## config.mk

```make
export PLATFORM = sky130hd
export DESIGN_NAME = mem_access_stage_flat
export DESIGN_NICKNAME = d
export VERILOG_FILES = /design/src/rtl/mem_access_stage_if.sv /design/src/rtl/mem_access_stage.sv /design/src/flat_wrapper.sv
export SDC_FILE = /design/constraint.sdc
export NUM_CORES = 1
export LEC_CHECK = 0
export CAP_MARGIN = 10
export CORE_AREA = 2 2 113 115
export CTS_CLUSTER_SIZE = 24
export DETAILED_ROUTE_END_ITERATION = 16
export DIE_AREA = 0 0 115 117
export PLACE_DENSITY = 0.92
export SETUP_SLACK_MARGIN = 0.2
export SYNTH_ARGS = -nofsm -noshare
export SYNTH_HDL_FRONTEND = slang
export SYNTH_SLANG_ARGS = --single-unit
```

## constraint.sdc

```tcl
create_clock -name clk -period 6.27 [get_ports clk]
set_input_delay 1.881 -clock clk [delete_from_list [all_inputs] [get_ports clk]]
set_output_delay 1.881 -clock clk [all_outputs]
set_load 0.05 [all_outputs]
```

## src/rtl/mem_access_stage_if.sv

```systemverilog
// mem_access_stage_if: data-memory req/ack bus between the MEM stage and data memory.
//   master (MEM stage): drives dmem_req, dmem_we, dmem_addr, dmem_be, dmem_wdata
//   slave  (memory)   : drives dmem_ack, dmem_rdata (rdata valid in the ack cycle)
interface mem_access_stage_if;
  logic        dmem_req;
  logic        dmem_we;
  logic [31:0] dmem_addr;
  logic [3:0]  dmem_be;
  logic [31:0] dmem_wdata;
  logic        dmem_ack;
  logic [31:0] dmem_rdata;
  modport master (output dmem_req, dmem_we, dmem_addr, dmem_be, dmem_wdata,
                  input  dmem_ack, dmem_rdata);
  modport slave  (input  dmem_req, dmem_we, dmem_addr, dmem_be, dmem_wdata,
                  output dmem_ack, dmem_rdata);
endinterface

```

## src/rtl/mem_access_stage.sv

```systemverilog
// mem_access_stage: pipeline MEM stage doing byte/half/word loads and stores over a req/ack bus.
//   clk, rst_n (sync, active-low)
//   EX/MEM in : in_valid, alu_result, rs2, memWrite, memRead2, regWrite, rf_wr_sel, wa, size, sign
//   dmem      : mem_access_stage_if.master (req/we/addr/be/wdata out, ack/rdata in)
//   hazard out: stall_mem, mem_wd (forwarding), misalign, bus_err
//   MEM/WB out: wb_valid, wb_regWrite, wb_wa, wb_rf_wr_sel, wb_alu_result, wb_load_data
//   Optional macro MEM_ACCESS_TIMEOUT_EN: WAIT gives up after TIMEOUT_CYCLES and pulses bus_err.
module mem_access_stage #(
  parameter int TIMEOUT_CYCLES = 16
) (
  input  logic               clk,
  input  logic               rst_n,
  input  logic               in_valid,
  input  logic [31:0]        alu_result,
  input  logic [31:0]        rs2,
  input  logic               memWrite,
  input  logic               memRead2,
  input  logic               regWrite,
  input  logic [1:0]         rf_wr_sel,
  input  logic [4:0]         wa,
  input  logic [1:0]         size,
  input  logic               sign,
  mem_access_stage_if.master dmem,
  output logic               stall_mem,
  output logic [31:0]        mem_wd,
  output logic               misalign,
  output logic               bus_err,
  output logic               wb_valid,
  output logic               wb_regWrite,
  output logic [4:0]         wb_wa,
  output logic [1:0]         wb_rf_wr_sel,
  output logic [31:0]        wb_alu_result,
  output logic [31:0]        wb_load_data
);
  typedef enum logic {IDLE, WAIT} state_e;
  state_e      state_q, state_d;
  logic [1:0]  o;
  logic        is_byte, is_half, access, mis, req, ack, tmo;
  logic [31:0] sh, ld;
  logic        wb_valid_q, wb_valid_d, wb_regWrite_q, wb_regWrite_d;
  logic [4:0]  wb_wa_q, wb_wa_d;
  logic [1:0]  wb_rf_wr_sel_q, wb_rf_wr_sel_d;
  logic [31:0] wb_alu_result_q, wb_alu_result_d, wb_load_data_q, wb_load_data_d;
  assign o       = alu_result[1:0];
  assign is_byte = size == 2'd0;
  assign is_half = size == 2'd1;
  assign access  = in_valid & (memRead2 | memWrite);
  assign mis     = access & (is_half ? o[0] : (!is_byte & |o));
  // WAIT keeps the request up by itself; upstream is frozen so the bus fields do not move
  assign req     = rst_n & ((state_q == WAIT) | (access & !mis));
  assign ack     = req & dmem.dmem_ack;
  assign dmem.dmem_req   = req;
  assign dmem.dmem_we    = memWrite;
  assign dmem.dmem_addr  = {alu_result[31:2], 2'b00};
  assign dmem.dmem_be    = !memWrite ? 4'hF : is_byte ? 4'b0001 << o : is_half ? 4'b0011 << o : 4'hF;
  assign dmem.dmem_wdata = is_byte ? {4{rs2[7:0]}} : is_half ? {2{rs2[15:0]}} : rs2;
  // sign=1 selects zero-extension, so the fill bit is the msb only for signed loads
  assign sh = dmem.dmem_rdata >> {o, 3'b000};
  assign ld = is_byte ? {{24{!sign & sh[7]}}, sh[7:0]} :
              is_half ? {{16{!sign & sh[15]}}, sh[15:0]} : dmem.dmem_rdata;
  assign mem_wd   = alu_result;
  assign misalign = rst_n & mis;
  assign bus_err  = tmo;
`ifdef MEM_ACCESS_TIMEOUT_EN
  logic [4:0] cnt_q, cnt_d;
  // cnt_q holds the number of WAIT cycles already spent before the current one
  assign cnt_d = (state_q == WAIT) ? cnt_q + 5'd1 : 5'd0;
  assign tmo   = req & (state_q == WAIT) & (cnt_q == 5'(TIMEOUT_CYCLES - 1)) & !dmem.dmem_ack;
  always_ff @(posedge clk) cnt_q <= !rst_n ? 5'd0 : cnt_d;
`else
  assign tmo = 1'b0;
`endif
  always_comb begin
    stall_mem = req & !ack & !tmo;
    state_d   = stall_mem ? WAIT : IDLE;
  end
  always_comb begin
    wb_valid_d      = in_valid & !stall_mem;
    wb_regWrite_d   = in_valid & !stall_mem & regWrite & !mis & !tmo;
    wb_wa_d         = stall_mem ? wb_wa_q : wa;
    wb_rf_wr_sel_d  = stall_mem ? wb_rf_wr_sel_q : rf_wr_sel;
    wb_alu_result_d = stall_mem ? wb_alu_result_q : alu_result;
    wb_load_data_d  = stall_mem ? wb_load_data_q : ld;
  end
  always_ff @(posedge clk) begin
    if (!rst_n) begin
      state_q         <= IDLE;
      wb_valid_q      <= 1'b0;
      wb_regWrite_q   <= 1'b0;
      wb_wa_q         <= '0;
      wb_rf_wr_sel_q  <= '0;
      wb_alu_result_q <= '0;
      wb_load_data_q  <= '0;
    end else begin
      state_q         <= state_d;
      wb_valid_q      <= wb_valid_d;
      wb_regWrite_q   <= wb_regWrite_d;
      wb_wa_q         <= wb_wa_d;
      wb_rf_wr_sel_q  <= wb_rf_wr_sel_d;
      wb_alu_result_q <= wb_alu_result_d;
      wb_load_data_q  <= wb_load_data_d;
    end
  end
  assign wb_valid      = wb_valid_q;
  assign wb_regWrite   = wb_regWrite_q;
  assign wb_wa         = wb_wa_q;
  assign wb_rf_wr_sel  = wb_rf_wr_sel_q;
  assign wb_alu_result = wb_alu_result_q;
  assign wb_load_data  = wb_load_data_q;
endmodule

```

## src/flat_wrapper.sv

```systemverilog
// flat-port wrapper written by rule: the top's interface ports become plain ports
module mem_access_stage_flat 
#(
  parameter int TIMEOUT_CYCLES = 16
)
  (clk, rst_n, in_valid, alu_result, rs2, memWrite, memRead2, regWrite, rf_wr_sel, wa, size, sign, stall_mem, mem_wd, misalign, bus_err, wb_valid, wb_regWrite, wb_wa, wb_rf_wr_sel, wb_alu_result, wb_load_data, dmem_dmem_req, dmem_dmem_we, dmem_dmem_addr, dmem_dmem_be, dmem_dmem_wdata, dmem_dmem_ack, dmem_dmem_rdata);
  mem_access_stage_if dmem_i ();
  input  logic clk;
  input  logic rst_n;
  input  logic in_valid;
  input  logic [31:0] alu_result;
  input  logic [31:0] rs2;
  input  logic memWrite;
  input  logic memRead2;
  input  logic regWrite;
  input  logic [1:0] rf_wr_sel;
  input  logic [4:0] wa;
  input  logic [1:0] size;
  input  logic sign;
  output logic stall_mem;
  output logic [31:0] mem_wd;
  output logic misalign;
  output logic bus_err;
  output logic wb_valid;
  output logic wb_regWrite;
  output logic [4:0] wb_wa;
  output logic [1:0] wb_rf_wr_sel;
  output logic [31:0] wb_alu_result;
  output logic [31:0] wb_load_data;
  output wire logic [$bits(dmem_i.dmem_req)-1:0] dmem_dmem_req;
  output wire logic [$bits(dmem_i.dmem_we)-1:0] dmem_dmem_we;
  output wire logic [$bits(dmem_i.dmem_addr)-1:0] dmem_dmem_addr;
  output wire logic [$bits(dmem_i.dmem_be)-1:0] dmem_dmem_be;
  output wire logic [$bits(dmem_i.dmem_wdata)-1:0] dmem_dmem_wdata;
  input wire logic [$bits(dmem_i.dmem_ack)-1:0] dmem_dmem_ack;
  input wire logic [$bits(dmem_i.dmem_rdata)-1:0] dmem_dmem_rdata;
  assign dmem_dmem_req = dmem_i.dmem_req;
  assign dmem_dmem_we = dmem_i.dmem_we;
  assign dmem_dmem_addr = dmem_i.dmem_addr;
  assign dmem_dmem_be = dmem_i.dmem_be;
  assign dmem_dmem_wdata = dmem_i.dmem_wdata;
  assign dmem_i.dmem_ack = dmem_dmem_ack;
  assign dmem_i.dmem_rdata = dmem_dmem_rdata;
  mem_access_stage #(.TIMEOUT_CYCLES(TIMEOUT_CYCLES)) u_core (.clk(clk), .rst_n(rst_n), .in_valid(in_valid), .alu_result(alu_result), .rs2(rs2), .memWrite(memWrite), .memRead2(memRead2), .regWrite(regWrite), .rf_wr_sel(rf_wr_sel), .wa(wa), .size(size), .sign(sign), .dmem(dmem_i), .stall_mem(stall_mem), .mem_wd(mem_wd), .misalign(misalign), .bus_err(bus_err), .wb_valid(wb_valid), .wb_regWrite(wb_regWrite), .wb_wa(wb_wa), .wb_rf_wr_sel(wb_rf_wr_sel), .wb_alu_result(wb_alu_result), .wb_load_data(wb_load_data));
endmodule
```

=== After elaboration in Yosys (flattened, before gate mapping) ===
Cells that the tools add are included.

* Equality and inequality tests: 1
* Shift operators: 3
* Muxes and demuxes: 9
* Bitwise operators: 15
* Reductions and logical operators: 7

{| class="wikitable"
|+ Operators by type and width
! operator !! number
|-
| two-way mux 32 bit || 4
|-
| >> shifter 32 x 5 -> 16 bit || 1
|-
| bitwise AND 1 bit || 13
|-
| two-way mux 4 bit || 3
|-
| zero test 1 bit || 5
|-
| << shifter 1 x 2 -> 4 bit (first input constant) || 1
|-
| << shifter 2 x 2 -> 4 bit (first input constant) || 1
|-
| equality test 2 x 1 -> 1 bit (second input constant) || 1
|-
| zero test 2 bit || 1
|-
| two-way mux 1 bit || 2
|-
| bitwise OR 1 bit || 2
|-
| OR reduction 2 bit || 1
|}

* Flip-flop bits (word level): 74
* Bits of input ports: 113

=== Longest topological paths before layout ===
* Depth in word-level cells: 16
* Mapped depth: 11

=== Least setup slack after synthesis ===
Ideal clock, no wire load.

* Kind: input -> output
* Start: input port size[0]
* End: output port dmem_dmem_wdata[24]
* Arrival time: 3622 ps
* Required time: 4389 ps
* Setup slack: 767 ps
* Cell stages on the path: 4
* Cells stage by stage: clkbuf_1 -> buf_2 -> mux2i_1 -> o21ai_0

* Word-level cells in the longest chain between the ends: 3

{| class="wikitable"
|+ Ends and longest elaborated chain
! what !! line !! RTL
|-
| start: declaration || flat_wrapper.sv:18 || <nowiki>input logic [1:0] size;</nowiki>
|-
| equality test 2 x 1 -> 1 bit || mem_access_stage.sv:46 || <nowiki>assign is_half = size == 2'd1;</nowiki>
|-
| two-way mux 32 bit || mem_access_stage.sv:56 || <nowiki>assign dmem.dmem_wdata = is_byte ? {4{rs2[7:0]}} : is_half ? {2{rs2[15:0]}} : rs2;</nowiki>
|-
| two-way mux 32 bit (*) || mem_access_stage.sv:56 ||
|-
| end: declaration || flat_wrapper.sv:34 || <nowiki>output wire logic [$bits(dmem_i.dmem_wdata)-1:0] dmem_dmem_wdata;</nowiki>
|}

Every way passes the cells marked *; elsewhere a longest branch is shown, timed or not.

=== Worst setup path after layout ===
* Start: input port alu_result[0]
* End: output port stall_mem

* Word-level cells in the longest chain between the ends: 11

{| class="wikitable"
|+ Ends and longest elaborated chain
! what !! line !! RTL
|-
| start: declaration || flat_wrapper.sv:11 || <nowiki>input logic [31:0] alu_result;</nowiki>
|-
| OR reduction 2 bit || mem_access_stage.sv:48 || <nowiki>assign mis = access & (is_half ? o[0] : (!is_byte & |o));</nowiki>
|-
| bitwise AND 1 bit || mem_access_stage.sv:48 ||
|-
| two-way mux 1 bit (*) || mem_access_stage.sv:48 ||
|-
| bitwise AND 1 bit (*) || mem_access_stage.sv:48 ||
|-
| zero test 1 bit (*) || mem_access_stage.sv:50 || <nowiki>assign req = rst_n & ((state_q == WAIT) | (access & !mis));</nowiki>
|-
| bitwise AND 1 bit (*) || mem_access_stage.sv:50 ||
|-
| bitwise OR 1 bit (*) || mem_access_stage.sv:50 ||
|-
| bitwise AND 1 bit (*) || mem_access_stage.sv:50 ||
|-
| bitwise AND 1 bit || mem_access_stage.sv:51 || <nowiki>assign ack = req & dmem.dmem_ack;</nowiki>
|-
| zero test 1 bit || mem_access_stage.sv:74 || <nowiki>stall_mem = req & !ack & !tmo;</nowiki>
|-
| bitwise AND 1 bit (*) || mem_access_stage.sv:74 ||
|-
| end: declaration || flat_wrapper.sv:20 || <nowiki>output logic stall_mem;</nowiki>
|}

Marks and branches as above.

==> out/results.txt <==
status -> finished clean
setup TNS -> 0 ns
largest net degree at the start of global routing -> 50
core area -> 12300 um2
Final Hold Fails -> 0
largest cells by area after synthesis -> dfxtp_1, buf_4, nand2_1, o21ai_0, nand3_1
TritonCTS Buffers -> 9
final net count -> 880
critical-path maximum fanout -> 26
predominant post-synthesis flop cell -> dfxtp_1
Vias/cell -> 5.25
slew margin rel. -> 18.6%
TritonCTS clock tree -> yes
Yosys cell types -> 49
Post-CTS Hold Fix Bufs -> 0
RSZ-0062 raised after global routing -> no
Area growth syn-to-layout -> 63.7%
count leader, synth -> nand2_1
Final WS setup -> 0.585 ns
Sink Count -> 74
Synth top area share -> 32.8%
Initial DRT Pass Iterations -> 5
Final setup viols -> 0
area of the multi-input gates -> 2220 um2
combinational power share -> 38.9%
setup slack, reg-to-reg -> 4.40 ns
synthesized instance count -> 574
Peak VDD IR -> 0.116 mV
hpwl dp -> 12100 um
CTS Root Cell -> clkbuf_16
fin area -> 7390 um2
post-route ant nets -> 0
Final period util -> 90.7%
CP startpoint -> alu_result[0]
htree depth -> 3
Mean Syn Cell Area -> 7.87 um2
switching power total -> 641 uW
routed len/inst -> 17.3 um
clk slew on worst S/H paths -> 0.06 ns
ys async rst share -> 0%
drt total wl -> 15900 um
dpl cell area -> 7070 um2
worst r2r dst -> u_core.wb_wa[4]
RR Startpoint -> u_core.state_q
Worst Setup EP -> stall_mem
total track usage -> 22.5%
final cell count without fillers -> 917
Storage cell area -> 1480 um2
Worst Path Arrival -> 3.80 ns
Initial Util -> 36.7%
register area share after synthesis -> 32.8%
postcts setup bufs -> 0
Final Max Slew Viols -> 0
vias in the first global route -> 4428
total power -> 1.76 mW
layout cells sized above 1 -> 10.7%
Switching Fraction -> 36.5%
row count -> 41
maxcap violations -> 0
Worst setup EP type -> output port
Setup CP Type -> in2out
dpl ws -> 0.584 ns
Post-synth top cells -> nand2_1, buf_4, dfxtp_1
Slew @ Worst Pin -> 1.22 ns
initial antenna violation count -> 0
internal power -> 1.12 mW
Final GP Congestion -> 0.869
# IOs -> 291
cells on worst reg2reg path -> 5
WP data required -> 4.39 ns
post-cts sizing count -> 0
Placed Cells -> 902
Reg power frac -> 29.8%
Clk Latency, worst-skew pair -> 0.33 ns
Die X -> 115 um
CP Launch Type -> primary input
drt first-iter violations -> 404
clock network fraction of design power -> 31.3%
Synth area leader -> dfxtp_1
Filler cells -> 1041
worst hold path class -> reg2reg
minimum clock period -> 5.68 ns
PortBufs -> 287
EDFF count, synth -> 0
Leak -> 2.86 nW
first-pass GRT wire length -> 23700 um
Final Skew -> 0.00419 ns
gr ovfl total -> 0
Max Clk Rate -> 176 MHz
pwr/cell area -> 238 nW/um2
Clock Path Buffers -> 2
flops & latches, synth -> 74
die area -> 13500 um2
YS warnings -> 0
DRC Markers -> 0
Die Ht -> 117 um
# diodes -> 0
Mapped Area -> 4520 um2
vias -> 4816
[cells in the final DEF (no fill, tap or decap), drive strengths merged, types with 2 or more instances in the layout]
cell type        n
a22o             6
nor2             4
nand2           99
nor3             2
o221ai           7
nor2b            5
inv             11
conb             3
o21ai           62
nand4b           6
nand3           48
clkdlybuf4s50  260
clkbuf          11
dfxtp           74
o31ai           23
and2             2
ha               4
nand2b          14
buf             41
a21oi           18
a31oi           18
bufinv           2
a32oi            6
mux2             8
mux2i           12
[worst min path at each step]
| stage | from | to | slack, ns | cells past startpoint |
|---|---|---|---|---|
| detailed placement | u_core.wb_alu_result[29] | u_core.wb_alu_result[29] | 0.45 | 2 |
| global placement | u_core.wb_alu_result[29] | u_core.wb_alu_result[29] | 0.44 | 2 |
| floorplan | u_core.state_q | u_core.wb_load_data[16] | 0.64 | 3 |
| finish | u_core.wb_alu_result[29] | u_core.wb_alu_result[29] | 0.46 | 2 |
| CTS | u_core.wb_load_data[3] | u_core.wb_load_data[3] | 0.46 | 2 |
| global route | u_core.wb_load_data[4] | u_core.wb_load_data[4] | 0.48 | 2 |
[power by group through the flow]
stage	registers, mW	clock network, mW	logic (mW)
after floorplan	0.657	0	0.308
after global placement	0.533	0	0.678
after detailed placement	0.534	0	0.684
after CTS	0.524	0.562	0.685
after global routing	0.528	0.584	0.715
final	0.524	0.550	0.683
[registers in the layout (all words and copies together), names as in the netlist]
| name | count |
|---|---|
| u_core.state_q | 1 |
| u_core.wb_alu_result | 32 |
| u_core.wb_load_data | 32 |
| u_core.wb_regWrite | 1 |
| u_core.wb_rf_wr_sel | 2 |
| u_core.wb_valid | 1 |
| u_core.wb_wa | 5 |
[routing by layer]
metal	share of wire (%)	wire, um	GRT usage, %	vias up
met5	0	0	0	-
met4	2.3	368	8.27	0
met3	7.8	1240	5.56	28
met2	49	7750	38.4	239
met1	41	6490	27.6	2226
li1	-	-	-	2323
[per-stage QoR]
| stage | hold WS, ns | utilization (%) |
|---|---|---|
| 2_1_floorplan | 0.641 | - |
| 3_3_place_gp | 0.443 | 57.4 |
| 3_5_place_dp | 0.451 | 57.4 |
| 4_1_cts | 0.459 | 60.0 |
| 5_1_grt | 0.483 | 60.0 |
| 6_report | 0.457 | 60.0 |
[worst max-delay path, stage by stage]
cell,delay [ns]
clkdlybuf4s50_1,0.42
inv_1,0.17
ha_1,0.19
nand2b_1,0.18
a31o_2,0.53
nand2_1,0.18
inv_2,0.11
buf_12,0.13
[logic make-up (layout without fill, tap and decap cells)]
logic type / after synthesis / count (layout) / synth area share, %
multiplexers: 20 / 20 / 4.66
adder cells (fa/ha/maj): 4 / 4 / 1.11
other: 1 / 3 / 0.0830
flip-flops: 74 / 74 / 32.8
AND/OR/NAND/NOR: 187 / 187 / 19.9
AO/OA/AOI/OAI: 152 / 152 / 22.9
buffers and inverters: 136 / 327 / 18.5
[cell type report]
class | count | share of cell area, %
Inverter | 11 | 0.559
Clock buffer | 11 | 3.28
Clock inverter | 4 | 1.03
Sequential cell | 74 | 20.0
Multi-Input combinational cell | 366 | 30.0
Timing Repair Buffer | 301 | 42.5
Tap cell | 150 | 2.54
(Power assumes the default switching activity.)
